$ cat config.mk
export PLATFORM = sky130hd
export DESIGN_NAME = riscv_lsu_ctrl_flat
export DESIGN_NICKNAME = d
export VERILOG_FILES = /design/src/rtl/riscv_lsu_ctrl_if.sv /design/src/rtl/riscv_lsu_ctrl.sv /design/src/flat_wrapper.sv
export SDC_FILE = /design/constraint.sdc
export NUM_CORES = 1
export LEC_CHECK = 0
export CORE_UTILIZATION = 45
export CTS_CLUSTER_SIZE = 30
export DETAILED_ROUTE_END_ITERATION = 10
export GPL_TIMING_DRIVEN = 1
export PLACE_DENSITY_LB_ADDON = 0.05
export SETUP_SLACK_MARGIN = 0.3
export SLEW_MARGIN = 20
export SYNTH_ARGS = -nofsm -noshare
export SYNTH_HDL_FRONTEND = slang
export SYNTH_SLANG_ARGS = --single-unit
export TNS_END_PERCENT = 10
$ cat constraint.sdc
create_clock -name clk -period 2.9 [get_ports clk]
set_clock_uncertainty 0.1 [all_clocks]
set_input_delay 0.87 -clock clk [delete_from_list [all_inputs] [get_ports clk]]
set_output_delay 0.87 -clock clk [all_outputs]
set_load 0.005 [all_outputs]
$ cat src/rtl/riscv_lsu_ctrl_if.sv
// Core-side request/response and data-memory port bundle for riscv_lsu_ctrl.
// master: core + memory environment side, slave: the load/store controller.
interface riscv_lsu_ctrl_if #(
  parameter int unsigned ADDR_WIDTH = 32
);
  logic                  req_valid;
  logic                  req_ready;
  logic                  is_store;
  logic [2:0]            funct3;
  logic [4:0]            rd;
  logic [31:0]           rs1_data;
  logic [31:0]           rs2_data;
  logic [31:0]           imm_i_sext;
  logic [31:0]           imm_s_sext;
  logic                  mem_req_valid;
  logic                  mem_req_ready;
  logic [ADDR_WIDTH-1:0] mem_addr;
  logic                  mem_we;
  logic [3:0]            mem_be;
  logic [31:0]           mem_wdata;
  logic                  mem_rsp_valid;
  logic [31:0]           mem_rdata;
  logic                  resp_valid;
  logic                  resp_wb;
  logic [4:0]            resp_rd;
  logic [31:0]           resp_data;
  logic                  resp_err;
  logic                  resp_misalign;

  modport master (
    output req_valid, is_store, funct3, rd, rs1_data, rs2_data, imm_i_sext, imm_s_sext,
    output mem_req_ready, mem_rsp_valid, mem_rdata,
    input  req_ready, mem_req_valid, mem_addr, mem_we, mem_be, mem_wdata,
    input  resp_valid, resp_wb, resp_rd, resp_data, resp_err, resp_misalign
  );

  modport slave (
    input  req_valid, is_store, funct3, rd, rs1_data, rs2_data, imm_i_sext, imm_s_sext,
    input  mem_req_ready, mem_rsp_valid, mem_rdata,
    output req_ready, mem_req_valid, mem_addr, mem_we, mem_be, mem_wdata,
    output resp_valid, resp_wb, resp_rd, resp_data, resp_err, resp_misalign
  );
endinterface

$ cat src/rtl/riscv_lsu_ctrl.sv
// Load/store sequencer: one access outstanding, valid/ready data-memory port,
// load data extraction/extension and completion pulse to writeback.
// Optional macro RISCV_LSU_MISALIGN_TRAP_EN: trap misaligned H/W accesses
// instead of issuing them to the containing word.
module riscv_lsu_ctrl #(
  parameter int unsigned ADDR_WIDTH = 32,
  parameter int unsigned TIMEOUT    = 255
) (
  input  logic             clk,
  input  logic             rst_n,
  riscv_lsu_ctrl_if.slave  bus
);
  localparam int unsigned CNT_W = (TIMEOUT > 0) ? $clog2(TIMEOUT + 1) : 1;

  typedef enum logic [1:0] {S_IDLE, S_REQ, S_WAIT, S_RESP} state_t;

  state_t                state_q, state_d;
  logic [1:0]            ea_lo_q, ea_lo_d;
  logic [2:0]            f3_q, f3_d;
  logic                  store_q, store_d;
  logic [4:0]            rd_q, rd_d;
  logic [CNT_W-1:0]      cnt_q, cnt_d;
  logic                  mem_req_valid_q, mem_req_valid_d;
  logic [ADDR_WIDTH-1:0] mem_addr_q, mem_addr_d;
  logic                  mem_we_q, mem_we_d;
  logic [3:0]            mem_be_q, mem_be_d;
  logic [31:0]           mem_wdata_q, mem_wdata_d;
  logic                  resp_valid_q, resp_valid_d;
  logic                  resp_wb_q, resp_wb_d;
  logic [4:0]            resp_rd_q, resp_rd_d;
  logic [31:0]           resp_data_q, resp_data_d;
  logic                  resp_err_q, resp_err_d;
  logic                  resp_mis_q, resp_mis_d;

  logic [31:0] ea_c;
  logic        illegal_c;
  logic        misalign_c;
  logic [3:0]  be_c;
  logic [31:0] wdata_c;
  logic [7:0]  byte_c;
  logic [15:0] half_c;
  logic [31:0] load_data_c;

  // Effective address, legality, misalignment and store lane formation.
  always_comb begin
    ea_c = bus.rs1_data + (bus.is_store ? bus.imm_s_sext : bus.imm_i_sext);
    if (bus.is_store) illegal_c = bus.funct3[2] | (bus.funct3[1:0] == 2'b11);
    else              illegal_c = (bus.funct3 == 3'b011) | (bus.funct3[2:1] == 2'b11);
`ifdef RISCV_LSU_MISALIGN_TRAP_EN
    misalign_c = ~illegal_c & (((bus.funct3[1:0] == 2'b01) & ea_c[0]) |
                               ((bus.funct3[1:0] == 2'b10) & (ea_c[1:0] != 2'b00)));
`else
    misalign_c = 1'b0;
`endif
    case (bus.funct3[1:0])
      2'b00:   begin be_c = 4'b0001 << ea_c[1:0];             wdata_c = {4{bus.rs2_data[7:0]}};  end
      2'b01:   begin be_c = ea_c[1] ? 4'b1100 : 4'b0011;      wdata_c = {2{bus.rs2_data[15:0]}}; end
      default: begin be_c = 4'b1111;                          wdata_c = bus.rs2_data;            end
    endcase
  end

  // Load lane extraction and sign/zero extension.
  always_comb begin
    case (ea_lo_q)
      2'd0:    byte_c = bus.mem_rdata[7:0];
      2'd1:    byte_c = bus.mem_rdata[15:8];
      2'd2:    byte_c = bus.mem_rdata[23:16];
      default: byte_c = bus.mem_rdata[31:24];
    endcase
    half_c = ea_lo_q[1] ? bus.mem_rdata[31:16] : bus.mem_rdata[15:0];
    case (f3_q)
      3'b000:  load_data_c = {{24{byte_c[7]}}, byte_c};
      3'b100:  load_data_c = {24'd0, byte_c};
      3'b001:  load_data_c = {{16{half_c[15]}}, half_c};
      3'b101:  load_data_c = {16'd0, half_c};
      default: load_data_c = bus.mem_rdata;
    endcase
  end

  // Next-state and next-output logic; completion fields default to zero.
  always_comb begin
    state_d         = state_q;
    ea_lo_d         = ea_lo_q;
    f3_d            = f3_q;
    store_d         = store_q;
    rd_d            = rd_q;
    cnt_d           = cnt_q;
    mem_req_valid_d = mem_req_valid_q;
    mem_addr_d      = mem_addr_q;
    mem_we_d        = mem_we_q;
    mem_be_d        = mem_be_q;
    mem_wdata_d     = mem_wdata_q;
    resp_valid_d    = 1'b0;
    resp_wb_d       = 1'b0;
    resp_rd_d       = 5'd0;
    resp_data_d     = 32'd0;
    resp_err_d      = 1'b0;
    resp_mis_d      = 1'b0;
    case (state_q)
      S_IDLE: begin
        cnt_d = '0;
        if (bus.req_valid) begin
          ea_lo_d = ea_c[1:0];
          f3_d    = bus.funct3;
          store_d = bus.is_store;
          rd_d    = bus.rd;
          if (illegal_c | misalign_c) begin
            state_d      = S_RESP;
            resp_valid_d = 1'b1;
            resp_rd_d    = bus.rd;
            resp_err_d   = 1'b1;
            resp_mis_d   = misalign_c;
          end else begin
            state_d         = S_REQ;
            mem_req_valid_d = 1'b1;
            mem_addr_d      = ADDR_WIDTH'(ea_c) & ~ADDR_WIDTH'(3);
            mem_we_d        = bus.is_store;
            mem_be_d        = be_c;
            mem_wdata_d     = wdata_c;
          end
        end
      end
      S_REQ: begin
        if (bus.mem_req_ready) begin
          mem_req_valid_d = 1'b0;
          if (store_q) begin
            state_d      = S_RESP;
            resp_valid_d = 1'b1;
            resp_rd_d    = rd_q;
          end else begin
            state_d = S_WAIT;
          end
        end
      end
      S_WAIT: begin
        if (bus.mem_rsp_valid) begin
          state_d      = S_RESP;
          resp_valid_d = 1'b1;
          resp_wb_d    = 1'b1;
          resp_rd_d    = rd_q;
          resp_data_d  = load_data_c;
        end else if ((TIMEOUT != 0) && (cnt_q == CNT_W'(TIMEOUT - 1))) begin
          state_d      = S_RESP;
          resp_valid_d = 1'b1;
          resp_rd_d    = rd_q;
          resp_err_d   = 1'b1;
        end else begin
          cnt_d = cnt_q + 1'b1;
        end
      end
      S_RESP:  state_d = S_IDLE;
      default: state_d = S_IDLE;
    endcase
  end

  // State register.
  always_ff @(posedge clk or negedge rst_n) begin
    if (!rst_n) state_q <= S_IDLE;
    else        state_q <= state_d;
  end

  // Captured request context and registered outputs.
  always_ff @(posedge clk or negedge rst_n) begin
    if (!rst_n) begin
      ea_lo_q         <= 2'd0;
      f3_q            <= 3'd0;
      store_q         <= 1'b0;
      rd_q            <= 5'd0;
      cnt_q           <= '0;
      mem_req_valid_q <= 1'b0;
      mem_addr_q      <= '0;
      mem_we_q        <= 1'b0;
      mem_be_q        <= 4'd0;
      mem_wdata_q     <= 32'd0;
      resp_valid_q    <= 1'b0;
      resp_wb_q       <= 1'b0;
      resp_rd_q       <= 5'd0;
      resp_data_q     <= 32'd0;
      resp_err_q      <= 1'b0;
      resp_mis_q      <= 1'b0;
    end else begin
      ea_lo_q         <= ea_lo_d;
      f3_q            <= f3_d;
      store_q         <= store_d;
      rd_q            <= rd_d;
      cnt_q           <= cnt_d;
      mem_req_valid_q <= mem_req_valid_d;
      mem_addr_q      <= mem_addr_d;
      mem_we_q        <= mem_we_d;
      mem_be_q        <= mem_be_d;
      mem_wdata_q     <= mem_wdata_d;
      resp_valid_q    <= resp_valid_d;
      resp_wb_q       <= resp_wb_d;
      resp_rd_q       <= resp_rd_d;
      resp_data_q     <= resp_data_d;
      resp_err_q      <= resp_err_d;
      resp_mis_q      <= resp_mis_d;
    end
  end

  assign bus.req_ready     = (state_q == S_IDLE);
  assign bus.mem_req_valid = mem_req_valid_q;
  assign bus.mem_addr      = mem_addr_q;
  assign bus.mem_we        = mem_we_q;
  assign bus.mem_be        = mem_be_q;
  assign bus.mem_wdata     = mem_wdata_q;
  assign bus.resp_valid    = resp_valid_q;
  assign bus.resp_wb       = resp_wb_q;
  assign bus.resp_rd       = resp_rd_q;
  assign bus.resp_data     = resp_data_q;
  assign bus.resp_err      = resp_err_q;
  assign bus.resp_misalign = resp_mis_q;
endmodule

$ cat src/flat_wrapper.sv
// flat-port wrapper written by rule: the top's interface ports become plain ports
module riscv_lsu_ctrl_flat 
#(
  parameter int unsigned ADDR_WIDTH = 32,
  parameter int unsigned TIMEOUT    = 255
)
  (clk, rst_n, bus_req_valid, bus_is_store, bus_funct3, bus_rd, bus_rs1_data, bus_rs2_data, bus_imm_i_sext, bus_imm_s_sext, bus_mem_req_ready, bus_mem_rsp_valid, bus_mem_rdata, bus_req_ready, bus_mem_req_valid, bus_mem_addr, bus_mem_we, bus_mem_be, bus_mem_wdata, bus_resp_valid, bus_resp_wb, bus_resp_rd, bus_resp_data, bus_resp_err, bus_resp_misalign);
  riscv_lsu_ctrl_if #(.ADDR_WIDTH(ADDR_WIDTH)) bus_i ();
  input  logic clk;
  input  logic rst_n;
  input wire logic [$bits(bus_i.req_valid)-1:0] bus_req_valid;
  input wire logic [$bits(bus_i.is_store)-1:0] bus_is_store;
  input wire logic [$bits(bus_i.funct3)-1:0] bus_funct3;
  input wire logic [$bits(bus_i.rd)-1:0] bus_rd;
  input wire logic [$bits(bus_i.rs1_data)-1:0] bus_rs1_data;
  input wire logic [$bits(bus_i.rs2_data)-1:0] bus_rs2_data;
  input wire logic [$bits(bus_i.imm_i_sext)-1:0] bus_imm_i_sext;
  input wire logic [$bits(bus_i.imm_s_sext)-1:0] bus_imm_s_sext;
  input wire logic [$bits(bus_i.mem_req_ready)-1:0] bus_mem_req_ready;
  input wire logic [$bits(bus_i.mem_rsp_valid)-1:0] bus_mem_rsp_valid;
  input wire logic [$bits(bus_i.mem_rdata)-1:0] bus_mem_rdata;
  output wire logic [$bits(bus_i.req_ready)-1:0] bus_req_ready;
  output wire logic [$bits(bus_i.mem_req_valid)-1:0] bus_mem_req_valid;
  output wire logic [$bits(bus_i.mem_addr)-1:0] bus_mem_addr;
  output wire logic [$bits(bus_i.mem_we)-1:0] bus_mem_we;
  output wire logic [$bits(bus_i.mem_be)-1:0] bus_mem_be;
  output wire logic [$bits(bus_i.mem_wdata)-1:0] bus_mem_wdata;
  output wire logic [$bits(bus_i.resp_valid)-1:0] bus_resp_valid;
  output wire logic [$bits(bus_i.resp_wb)-1:0] bus_resp_wb;
  output wire logic [$bits(bus_i.resp_rd)-1:0] bus_resp_rd;
  output wire logic [$bits(bus_i.resp_data)-1:0] bus_resp_data;
  output wire logic [$bits(bus_i.resp_err)-1:0] bus_resp_err;
  output wire logic [$bits(bus_i.resp_misalign)-1:0] bus_resp_misalign;
  assign bus_i.req_valid = bus_req_valid;
  assign bus_i.is_store = bus_is_store;
  assign bus_i.funct3 = bus_funct3;
  assign bus_i.rd = bus_rd;
  assign bus_i.rs1_data = bus_rs1_data;
  assign bus_i.rs2_data = bus_rs2_data;
  assign bus_i.imm_i_sext = bus_imm_i_sext;
  assign bus_i.imm_s_sext = bus_imm_s_sext;
  assign bus_i.mem_req_ready = bus_mem_req_ready;
  assign bus_i.mem_rsp_valid = bus_mem_rsp_valid;
  assign bus_i.mem_rdata = bus_mem_rdata;
  assign bus_req_ready = bus_i.req_ready;
  assign bus_mem_req_valid = bus_i.mem_req_valid;
  assign bus_mem_addr = bus_i.mem_addr;
  assign bus_mem_we = bus_i.mem_we;
  assign bus_mem_be = bus_i.mem_be;
  assign bus_mem_wdata = bus_i.mem_wdata;
  assign bus_resp_valid = bus_i.resp_valid;
  assign bus_resp_wb = bus_i.resp_wb;
  assign bus_resp_rd = bus_i.resp_rd;
  assign bus_resp_data = bus_i.resp_data;
  assign bus_resp_err = bus_i.resp_err;
  assign bus_resp_misalign = bus_i.resp_misalign;
  riscv_lsu_ctrl #(.ADDR_WIDTH(ADDR_WIDTH), .TIMEOUT(TIMEOUT)) u_core (.clk(clk), .rst_n(rst_n), .bus(bus_i));
endmodule
## Word-level counts from Yosys, hierarchy flattened

Cells that the tools add are included.

| storage, ports and cells | value |
|---|---|
| bits in registers | 129 |
| input port bits | 174 |
| output and inout bits | 112 |

| cells by class | value |
|---|---|
| add/sub/neg operators | 2 |
| equality and inequality tests | 19 |
| shifts and indexed selects | 1 |
| muxes and demuxes | 42 |
| bitwise gates (word level) | 3 |
| reductions and logical operators | 11 |

Operator list:

| kind | number |
|---|---|
| $pmux W32 S4 | 1 |
| $mux W32 | 3 |
| $pmux W32 S2 | 1 |
| $add A32 B32 Y32 | 1 |
| $mux W5 | 6 |
| $pmux W8 S3 | 1 |
| $mux W16 | 1 |
| $mux W8 | 2 |
| $pmux W8 S2 | 1 |
| $pmux W5 S3 | 1 |
| $mux W1 | 14 |
| $eq A2 B2 Y1 const B | 5 |
| $mux W2 | 5 |
| $ne A2 B2 Y1 const B | 5 |
| $reduce_and A3 Y1 | 3 |
| $add A8 B1 Y8 const B | 1 |
| $eq A8 B8 Y1 const B | 1 |
| $pmux W2 S4 | 1 |
| $pmux W4 S2 | 1 |
| $eq A2 B1 Y1 const B | 3 |
| $eq A3 B3 Y1 const B | 2 |
| $logic_not A2 Y1 | 3 |
| $mux W4 | 1 |
| $pmux W1 S2 | 2 |
| other kinds (11) | 13 |

## Longest topological paths before layout

Gate-level depths: netlist (run 1).

| logic depth | value |
|---|---|
| depth after elaboration | 6 |
| gate-level depth with buffers | 14 |
| mapped depth without buffers | 12 |

## Least setup slack after synthesis (run 1)

OpenSTA, ideal clock, no wires.

| timing | value |
|---|---|
| path kind | input -> register |
| start point | input bus_is_store |
| end point | register u_core.mem_addr_q[21], in the netlist u_core.bus.mem_addr[21] |
| arrival | 3762 ps |
| required time | 2674 ps |
| setup slack | -1088 ps |
| stages on the path | 13 |
| path buffers | 3 |
| path through | clkbuf_1 buf_1 mux2_2 ha_1 buf_6 nand3_2 or3_1 or4_1 o22ai_2 nor2_2 o31ai_1 xnor2_1 o21ai_2 |

| between the ends | value |
|---|---|
| cells in the longest elaborated chain, start to end | 3 |
| elaborated cells on any way between the ends | 5 |

Ends and longest elaborated chain:

| what | RTL line | source |
|---|---|---|
| start, declared | flat_wrapper.sv:12 | `input wire logic [$bits(bus_i.is_store)-1:0] bus_is_store;` |
| branches (longest 3 deep; another with $add A32 B32 Y32) | n/a |  |
| end signal, assigned | riscv_lsu_ctrl.sv:188 | `mem_addr_q <= mem_addr_d;` |
| end, declared | riscv_lsu_ctrl.sv:24 | `logic [ADDR_WIDTH-1:0] mem_addr_q, mem_addr_d;` |

Several ways; the timed one is not identified.
A chain may end at the register's enable or synchronous reset.

## Worst setup path after layout (run 1)

| timing | value |
|---|---|
| start point | input bus_imm_s_sext[4] |
| end point | register u_core.mem_addr_q[23], in the netlist u_core.bus.mem_addr[23] |

| between the ends | value |
|---|---|
| cells in the longest elaborated chain, start to end | 2 |

Ends and longest elaborated chain:

| what | RTL line | source |
|---|---|---|
| start, declared | flat_wrapper.sv:18 | `input wire logic [$bits(bus_i.imm_s_sext)-1:0] bus_imm_s_sext;` |
| $mux W32 | riscv_lsu_ctrl.sv:46 | `ea_c = bus.rs1_data + (bus.is_store ? bus.imm_s_sext : bus.imm_i_sext);` |
| $add A32 B32 Y32 | riscv_lsu_ctrl.sv:46 |  |

No other way between the ends.

==> results.sh, run 1 <==
export IMPL_timing_critical_path_buf_inv=2
export IMPL_gp_congestion=0.976
export IMPL_syn_inst=859
export IMPL_synth_top_cells_by_area="dfrtp_1 (42%), nand2_1 (8.2%), ha_1 (6.1%), o21ai_0 (5.6%), a21oi_1 (4.8%)"
export IMPL_yosys_area_share_simple_pct=15.5
export IMPL_slew_violations=0
export IMPL_maxCapViolations=0
export IMPL_path_class="in -> reg"
export IMPL_slowest_stage="clkdlybuf4s50_1"
export IMPL_diodes=0
export IMPL_fill_cells=1234
export IMPL_hp_class="in -> async"
export IMPL_globalRoute_busiestLayer="met2"
export IMPL_root_buffer="clkbuf_16"
export IMPL_crit_fanout=4
export IMPL_grt_pass1_wl_mm=38.4
export IMPL_core_area_um2=16600
export IMPL_met1_usage_pct=36.5
export IMPL_synthFlopType="dfrtp_1"
export IMPL_syn_area_um2=7650
export IMPL_num_vias=7632
export IMPL_seqCellArea_um2=3230
export IMPL_crit_chain="clkdlybuf4s50_1, mux2_4, ha_4, a21o_2, buf_4, a311oi_4, o221ai_2, o211a_1, a21oi_2, xor2_1, o21ai_0"
export IMPL_worstSetupStartpointType="primary input"
export IMPL_io_pins=286
export IMPL_grt_setup_unrepaired="true"
export IMPL_wl_mm=23.5
export IMPL_fp_dieArea_um2=17500
export IMPL_ys_seq_area_share_pct=42.2
export IMPL_dp_worst_setup_slack_ps=-1020
export IMPL_viasPerCell=5.15
export IMPL_syn_to_final_growth_pct=64.5
export IMPL_cp_top_family="compound AO/OA/AOI/OAI gates"
export IMPL_setup_viol=21
export IMPL_status="finished with violations"
export IMPL_dpl_hpwl_mm=17.8
export IMPL_synth_top_area_cell="dfrtp_1"
export IMPL_drt_iter0_drc=448
export IMPL_htreeDepth=4
export IMPL_slew_headroom_pct=38.3
export IMPL_required_ps=3070
export IMPL_die_x_um=132
export IMPL_period_share_pct=110
export IMPL_clk_pin_slew_ps=60
export IMPL_synth_top_area_share_pct=42.2
export IMPL_routedWlPerCell_um=15.9
export IMPL_period_minus_slack_ps=3200
export IMPL_grt_ovfl_total=0
export IMPL_synth_common_cells="nand2_1 (167), dfrtp_1 (129), o21ai_0 (85)"
export IMPL_grtUsageMet3_pct=3.65
export IMPL_synthXorXnorAreaFrac_pct=3.21
export IMPL_drc=0
export IMPL_critPathMaxStageDelay_ps=400
export IMPL_crit_cells=11
export IMPL_grt_start_max_net_pins=72
export IMPL_synth_seq_cells=129
export IMPL_hold_viol_final=0
export IMPL_drive_above_1_share_pct=20.7
export IMPL_die_h_um=132
export IMPL_max_freq_mhz=313
export IMPL_first_pass_iters=5
export IMPL_final_antenna_net_count=0
export IMPL_start_util_pct=46.1
export IMPL_clockBufferDepth=2
export IMPL_nNetsFinal=1462
export IMPL_antenna_found_initial=0
export IMPL_pwr_density_cell_nw_per_um2=709
export IMPL_yosysMostFrequentCell="nand2_1"
export IMPL_met2_usage_pct=45.7
export IMPL_synth_cell_type_count=69
export IMPL_cp_arrival_ps=3370
export IMPL_layout_setup_ws_ps=-297
export IMPL_synth_top_family_by_area="compound AO/OA/AOI/OAI gates"
export IMPL_rows=47
export IMPL_tightestPinTransition_ps=923
export IMPL_synth_compound_area_share_pct=19.1
export IMPL_cp_end_kind="register"
export IMPL_synth_adder_area_share_pct=6.31
export IMPL_yosys_warnings=0
export IMPL_cts_tree="yes"
export IMPL_p_leak_nw=5.71
export IMPL_first_global_vias=7688
export IMPL_cts_made_buffers=17
export IMPL_portBuffers=282
export IMPL_synth_area_mux_share_pct=8.49
export IMPL_syn_avg_cell_area_um2=8.90
export IMPL_ir_worst_vdd_mv=0.460
export IMPL_fin_util_pct=75.9
export IMPL_violations="setup timing"
export IMPL_hold_buffers=0
export IMPL_synth_edf_count=0
export IMPL_grt_use_total_pct=27.3
export IMPL_clkLatencyLatePin_ps=410
export IMPL_reg2reg_depth=8
export IMPL_async_reset_ff_share_pct=100
export IMPL_multi_input_area_um2=4480
export IMPL_cts_sinks=129
per-stage QoR:
step	area (µm²)	total power, mW	setup TNS (ps)	hold WS [ps]	instances
after floorplan	7780	4.52	-11120	346	861
after global placement	11600	6.70	-18030	358	1446
after detailed placement	11600	6.78	-19940	365	1446
after CTS	12500	8.93	-3970	371	1483
after global routing	12600	9.49	-6420	385	1483
final	12600	8.92	-4110	350	1483
power by group:
group	total (mW)	switching (mW)	internal, mW
registers	2.92	0.447	2.47
clock network	2.02	0.833	1.19
logic	3.98	1.79	2.20
total	8.92	3.07	5.86
cell usage in the layout, fill, tap and decap left out, types with 4 or more instances in the layout:
cell type	count
ha_1	20
a221oi_1	7
clkinv_4	6
o21bai_1	5
inv_1	38
o21a_1	4
mux2_2	20
mux2i_1	29
a21oi_2	8
ha_4	17
nand2_1	166
xnor2_1	13
o21ai_1	12
buf_12	6
dlygate4sd2_1	16
xor2_1	13
nand3_1	12
clkdlybuf4s50_1	264
buf_4	123
nor3_1	11
clkinv_2	4
clkbuf_16	17
a21o_1	9
o22ai_1	10
nor2_1	49
a32oi_1	6
nand4_1	8
dfrtp_1	128
a21oi_1	65
nand2b_1	7
o21ai_0	75
mux2_4	11
sequential cells by signal, summed over array words and instances (netlist names):
name                      cells
u_core.bus.mem_wdata         32
u_core.bus.resp_data         32
u_core.bus.mem_addr          30
u_core.cnt_q                  8
u_core.bus.resp_rd            5
u_core.rd_q                   5
u_core.bus.mem_be             4
u_core.f3_q                   3
u_core.ea_lo_q                2
u_core.state_q                2
u_core.bus.mem_req_valid      1
u_core.bus.mem_we             1
u_core.bus.resp_err           1
u_core.bus.resp_valid         1
u_core.bus.resp_wb            1
u_core.store_q                1
area by class of cell:
| class | count | area share (%) |
|---|---|---|
| multi-input combinational | 647 | 35.6 |
| timing repair buffer | 413 | 30.8 |
| sequential | 129 | 25.7 |
| clock buffer | 17 | 3.38 |
| tap | 220 | 2.19 |
| inverter | 42 | 1.27 |
| clock inverter | 15 | 1.08 |
timing repair:
action / 4_1_cts / 5_1_grt
endpoints found under the setup margin: 28 / 27
pin swaps: 33 / 15
gates resized for setup: 78 / 20
setup buffers: 5 / 0
final timing paths:
path                                      startpoint                  endpoint  slack [ps]
worst min-delay path                           rst_n  u_core.bus.resp_data[22]         350
worst max-delay path               bus_imm_s_sext[4]   u_core.bus.mem_addr[23]        -300
min in group clk                u_core.bus.mem_be[3]      u_core.bus.mem_be[3]         380
worst max register to register     u_core.ea_lo_q[1]  u_core.bus.resp_data[15]         780
worst min register to register  u_core.bus.mem_be[3]      u_core.bus.mem_be[3]         380
max in group asynchronous                      rst_n  u_core.bus.mem_wdata[16]        1740
layer usage:
layer,up-vias,routed length [µm]
li1,3791,-
met1,3559,10400
met2,243,11500
met3,39,1050
met4,0,568
met5,-,0
logic make-up after synthesis:
group | count (synthesis)
and+or+nand+nor | 278
AOI/OAI and AO/OA | 239
buffers and inverters | 85
adders and majority gates | 38
muxes | 61
xor gates and xnor gates | 28
DFF | 129
other | 1
worst reg2reg max path: stages (launching register included):
cell and delay (ps):
dfrtp_1 710, mux2_2 430, nand2_1 60, o21ai_0 90, a21oi_2 160, buf_4 190, a21oi_1 70, a21oi_1 140
nor2_1 60
No activity file was read; power rests on OpenSTA's default activity.
==> inputs of run 2 (changes only) <==
- clock period: 2.9 -> 3.1 ns (I/O delays scaled with it)
==> results.sh, run 2 (synthesized netlist as in run 1, its figures left out) <==
export IMPL_die_x_um=132
export IMPL_grt_pass1_wl_mm=38.2
export IMPL_rows=47
export IMPL_cp_end_kind="register"
export IMPL_tightestPinTransition_ps=915
export IMPL_cts_made_buffers=17
export IMPL_clockBufferDepth=2
export IMPL_maxCapViolations=0
export IMPL_grt_setup_unrepaired="true"
export IMPL_grt_ovfl_total=0
export IMPL_path_class="in -> reg"
export IMPL_first_global_vias=7558
export IMPL_routedWlPerCell_um=16.2
export IMPL_cp_arrival_ps=3460
export IMPL_core_area_um2=16600
export IMPL_grt_start_max_net_pins=60
export IMPL_crit_fanout=7
export IMPL_nNetsFinal=1462
export IMPL_portBuffers=282
export IMPL_antenna_found_initial=0
export IMPL_max_freq_mhz=307
export IMPL_clk_pin_slew_ps=60
export IMPL_drc=0
export IMPL_worstReg2RegStart="u_core.cnt_q[0]"
export IMPL_final_cell_mix="clkdlybuf4s50_1 (258), nand2_1 (164), dfrtp_1 (129)"
export IMPL_final_antenna_net_count=0
export IMPL_p_total_mw=8.62
export IMPL_num_vias=7708
export IMPL_slew_violations=0
export IMPL_wl_mm=24.0
export IMPL_hp_class="in -> async"
export IMPL_rrSetupSlack_ps=910
export IMPL_drive_above_1_share_pct=20.6
export IMPL_diodes=0
export IMPL_gp_congestion=0.874
export IMPL_tns_ps=-608
export IMPL_dpl_hpwl_mm=18.1
export IMPL_clkLatencyLatePin_ps=420
export IMPL_hold_viol_final=0
export IMPL_p_leak_nw=5.84
export IMPL_fin_util_pct=76.5
export IMPL_setup_viol=8
export IMPL_first_pass_iters=7
export IMPL_cts_sinks=129
export IMPL_worstSetupStartpointType="primary input"
export IMPL_r2r_end="u_core.state_q[0]"
export IMPL_hold_buffers=0
export IMPL_layout_setup_ws_ps=-157
export IMPL_ir_worst_vdd_mv=0.454
export IMPL_syn_to_final_growth_pct=65.8
export IMPL_drt_iter0_drc=436
export IMPL_viasPerCell=5.20
export IMPL_layout_commonest_cell="clkdlybuf4s50_1"
export IMPL_die_h_um=132
export IMPL_period_minus_slack_ps=3260
export IMPL_fp_dieArea_um2=17500
export IMPL_grt_use_total_pct=27.6
export IMPL_period_share_pct=105
export IMPL_pwr_density_cell_nw_per_um2=679
export IMPL_cts_tree="yes"
export IMPL_io_pins=286
export IMPL_root_buffer="clkbuf_16"
export IMPL_slew_headroom_pct=38.8
export IMPL_violations="setup timing"
export IMPL_reg2reg_depth=8
export IMPL_htreeDepth=4
export IMPL_required_ps=3300
export IMPL_status="finished with violations"
export IMPL_start_util_pct=46.1
## run 2: timing repair
| action | 4_1_cts | 5_1_grt |
|---|---|---|
| gates resized for setup | 46 | 58 |
| pin swaps | 17 | 14 |
| setup buffers | 3 | 2 |
| endpoints found under the setup margin | 26 | 26 |
| hold endpoints to repair | 0 | 0 |
## run 2: area by class of cell
class                   instances  area (µm²)
multi-input cells             647        4500
fillers                      1216        3900
repair buffers                413        3900
flip-flops and latches        129        3230
clock buffers                  20         467
well taps                     220         275
clock inverters                11         160
inverters                      42         158
## run 2: critical path: stages
cell     delay (ps)
buf_12          120
buf_8           130
mux2_4          310
ha_4            290
nand3_4          80
or3_4           380
or4_4           440
o22ai_4         170
nor2_4           70
o41ai_2         320
xnor2_1         160
o21ai_1          70
## run 2: layer usage
layer / GRT usage, % / vias up / share of wire (%)
met5: 0 / - / 0
li1: - / 3785 / -
met4: 9.90 / 0 / 2.5
met2: 45.2 / 250 / 49
met3: 4.77 / 41 / 4.6
met1: 36.7 / 3632 / 44
## run 2: per-stage QoR
step	setup slack (ps)	hold slack, ps	cells	area [µm²]
after floorplan	-496	346	861	7780
after detailed placement	-869	363	1446	11600
after CTS	-289	338	1480	12400
after global routing	-243	346	1482	12700
after global placement	-830	359	1446	11600
final	-157	330	1482	12700
## run 2: worst max-delay path by stage
stage	slack [ps]	from	end
5_1_grt	-240	bus_is_store	u_core.bus.mem_addr[25]
4_1_cts	-290	bus_imm_s_sext[6]	u_core.bus.mem_addr[25]
6_report	-160	bus_is_store	u_core.bus.mem_addr[25]
2_1_floorplan	-500	bus_is_store	u_core.bus.mem_addr[27]
3_5_place_dp	-870	bus_imm_s_sext[0]	u_core.bus.mem_addr[30]
3_3_place_gp	-830	bus_imm_s_sext[0]	u_core.bus.mem_addr[30]
## run 2: where the power goes
part | switching [mW] | internal (mW) | total [mW]
logic | 1.67 | 2.06 | 3.74
registers | 0.433 | 2.31 | 2.75
clock network | 0.738 | 1.40 | 2.13
==> inputs of run 3 (changes only) <==
- ABC_CLOCK_PERIOD_IN_PS: not set -> 3100
- PLACE_DENSITY_LB_ADDON: 0.05 -> 0.2
==> results.sh, run 3 (synthesized netlist as in run 1, its figures left out) <==
export IMPL_status="finished with violations"
export IMPL_violations="setup timing"
export IMPL_gp_congestion=0.948
export IMPL_cts_tree="yes"
export IMPL_clk_pin_slew_ps=60
export IMPL_pwr_density_cell_nw_per_um2=666
export IMPL_htreeDepth=4
export IMPL_path_class="in -> reg"
export IMPL_clkLatencyLatePin_ps=410
export IMPL_ir_worst_vdd_mv=0.444
export IMPL_cp_arrival_ps=3520
export IMPL_fp_dieArea_um2=17500
export IMPL_nNetsFinal=1458
export IMPL_viasPerCell=5.27
export IMPL_first_global_vias=7862
export IMPL_slew_headroom_pct=31.9
export IMPL_period_share_pct=107
export IMPL_max_freq_mhz=301
export IMPL_clockBufferDepth=2
export IMPL_drive_above_1_share_pct=20.1
export IMPL_grt_use_total_pct=27.8
export IMPL_die_h_um=132
export IMPL_diodes=0
export IMPL_p_leak_nw=5.67
export IMPL_slew_violations=0
export IMPL_critPathMaxStageDelay_ps=440
export IMPL_crit_fanout=8
export IMPL_wl_mm=24.0
export IMPL_root_buffer="clkbuf_16"
export IMPL_final_cell_mix="clkdlybuf4s50_1 (270), nand2_1 (167), dfrtp_1 (129)"
export IMPL_fin_util_pct=75.7
export IMPL_grt_setup_unrepaired="true"
export IMPL_maxCapViolations=0
export IMPL_rows=47
export IMPL_required_ps=3300
export IMPL_hp_class="in -> async"
export IMPL_routedWlPerCell_um=16.2
export IMPL_tightestPinTransition_ps=1020
export IMPL_period_minus_slack_ps=3320
export IMPL_drc=0
export IMPL_crit_chain="buf_12, buf_12, buf_6, mux2_4, ha_4, nand3_4, or3_4, or4_4, o22ai_4, nor2_4, o41ai_2, xnor2_1, o21ai_1"
export IMPL_antenna_found_initial=0
export IMPL_hold_buffers=0
export IMPL_cts_made_buffers=17
export IMPL_layout_commonest_cell="clkdlybuf4s50_1"
export IMPL_hold_viol_final=0
export IMPL_grt_pass1_wl_mm=38.6
export IMPL_io_pins=286
export IMPL_cp_end_kind="register"
export IMPL_final_antenna_net_count=0
export IMPL_syn_to_final_growth_pct=64.1
export IMPL_first_pass_iters=5
export IMPL_rrSetupSlack_ps=740
export IMPL_crit_top_cell="buf_12"
export IMPL_setup_viol=15
export IMPL_cts_sinks=129
export IMPL_grt_start_max_net_pins=57
export IMPL_core_area_um2=16600
export IMPL_start_util_pct=46.1
export IMPL_portBuffers=282
export IMPL_slowest_stage="or4_4"
export IMPL_drt_iter0_drc=453
export IMPL_dpl_hpwl_mm=17.8
export IMPL_grt_ovfl_total=0
export IMPL_layout_setup_ws_ps=-223
export IMPL_num_vias=7792
export IMPL_tns_ps=-2030
export IMPL_worstSetupStartpointType="primary input"
export IMPL_die_x_um=132
-- run 3: cell types whose count changed in the layout (fill, tap and decap cells not counted), moves of 5 or more --
| cell | delta |
|---|---|
| clkdlybuf4s50_1 | +12 |
| dlymetal6s2s_1 | -12 |
| buf_4 | -7 |
| mux2_2 | +5 |
| mux2_4 | -5 |
-- run 3: layer usage --
| layer | vias to the layer above | part of all wire, % | GRT usage [%] |
|---|---|---|---|
| met3 | 54 | 5.2 | 4.50 |
| met1 | 3623 | 42 | 34.6 |
| met4 | 0 | 2.9 | 11.0 |
| met5 | - | 0 | 0 |
| li1 | 3787 | - | - |
| met2 | 328 | 50 | 48.1 |
-- run 3: final timing paths --
check                                              start                  endpoint  cells past startpoint
worst max-delay path                        bus_is_store   u_core.bus.mem_addr[25]                     13
max in group asynchronous                          rst_n  u_core.bus.resp_data[24]                      2
worst max register to register         u_core.ea_lo_q[1]  u_core.bus.resp_data[16]                      6
worst min-delay path                               rst_n       u_core.bus.resp_err                      1
worst min register to register  u_core.bus.mem_wdata[13]  u_core.bus.mem_wdata[13]                      2
min in group clk                u_core.bus.mem_wdata[13]  u_core.bus.mem_wdata[13]                      2
-- run 3: layout make-up --
| class | instances | area [µm²] |
|---|---|---|
| clock buffer | 18 | 439 |
| inverter | 42 | 158 |
| tap | 220 | 275 |
| clock inverter | 14 | 130 |
| fill | 1203 | 4030 |
| timing repair buffer | 409 | 3860 |
| sequential | 129 | 3230 |
| multi-input combinational | 647 | 4460 |
-- run 3: timing repair --
action,4_1_cts,5_1_grt
resized for setup,61,27
gates cloned,1,0
buffers inserted,3,0
pin swaps,22,7
setup endpoints to repair,28,25
-- run 3: report_power, final --
part | switching [mW] | internal [mW] | leakage (nW)
clock network | 0.779 | 1.13 | 0.265
registers | 0.411 | 2.31 | 1.67
logic | 1.68 | 2.05 | 3.74
total | 2.87 | 5.50 | 5.67
-- run 3: worst max-delay path: cells and delay by family --
family	cells	cell delay, ps
fa+ha+maj	1	290
xor+xnor	1	160
buf+inv	3	400
compound gates	3	490
simple gates	4	950
mux	1	310
-- run 3: through the flow --
stage | instance area (µm²) | std cells | worst slack (ps) | total power, mW | hold WS (ps)
global route | 12600 | 1479 | -286 | 8.90 | 380
floorplan | 7780 | 861 | -496 | 4.23 | 346
global placement | 11600 | 1443 | -879 | 6.23 | 357
finish | 12600 | 1479 | -223 | 8.37 | 353
detailed placement | 11600 | 1443 | -988 | 6.32 | 362
CTS | 12400 | 1479 | -205 | 8.34 | 368
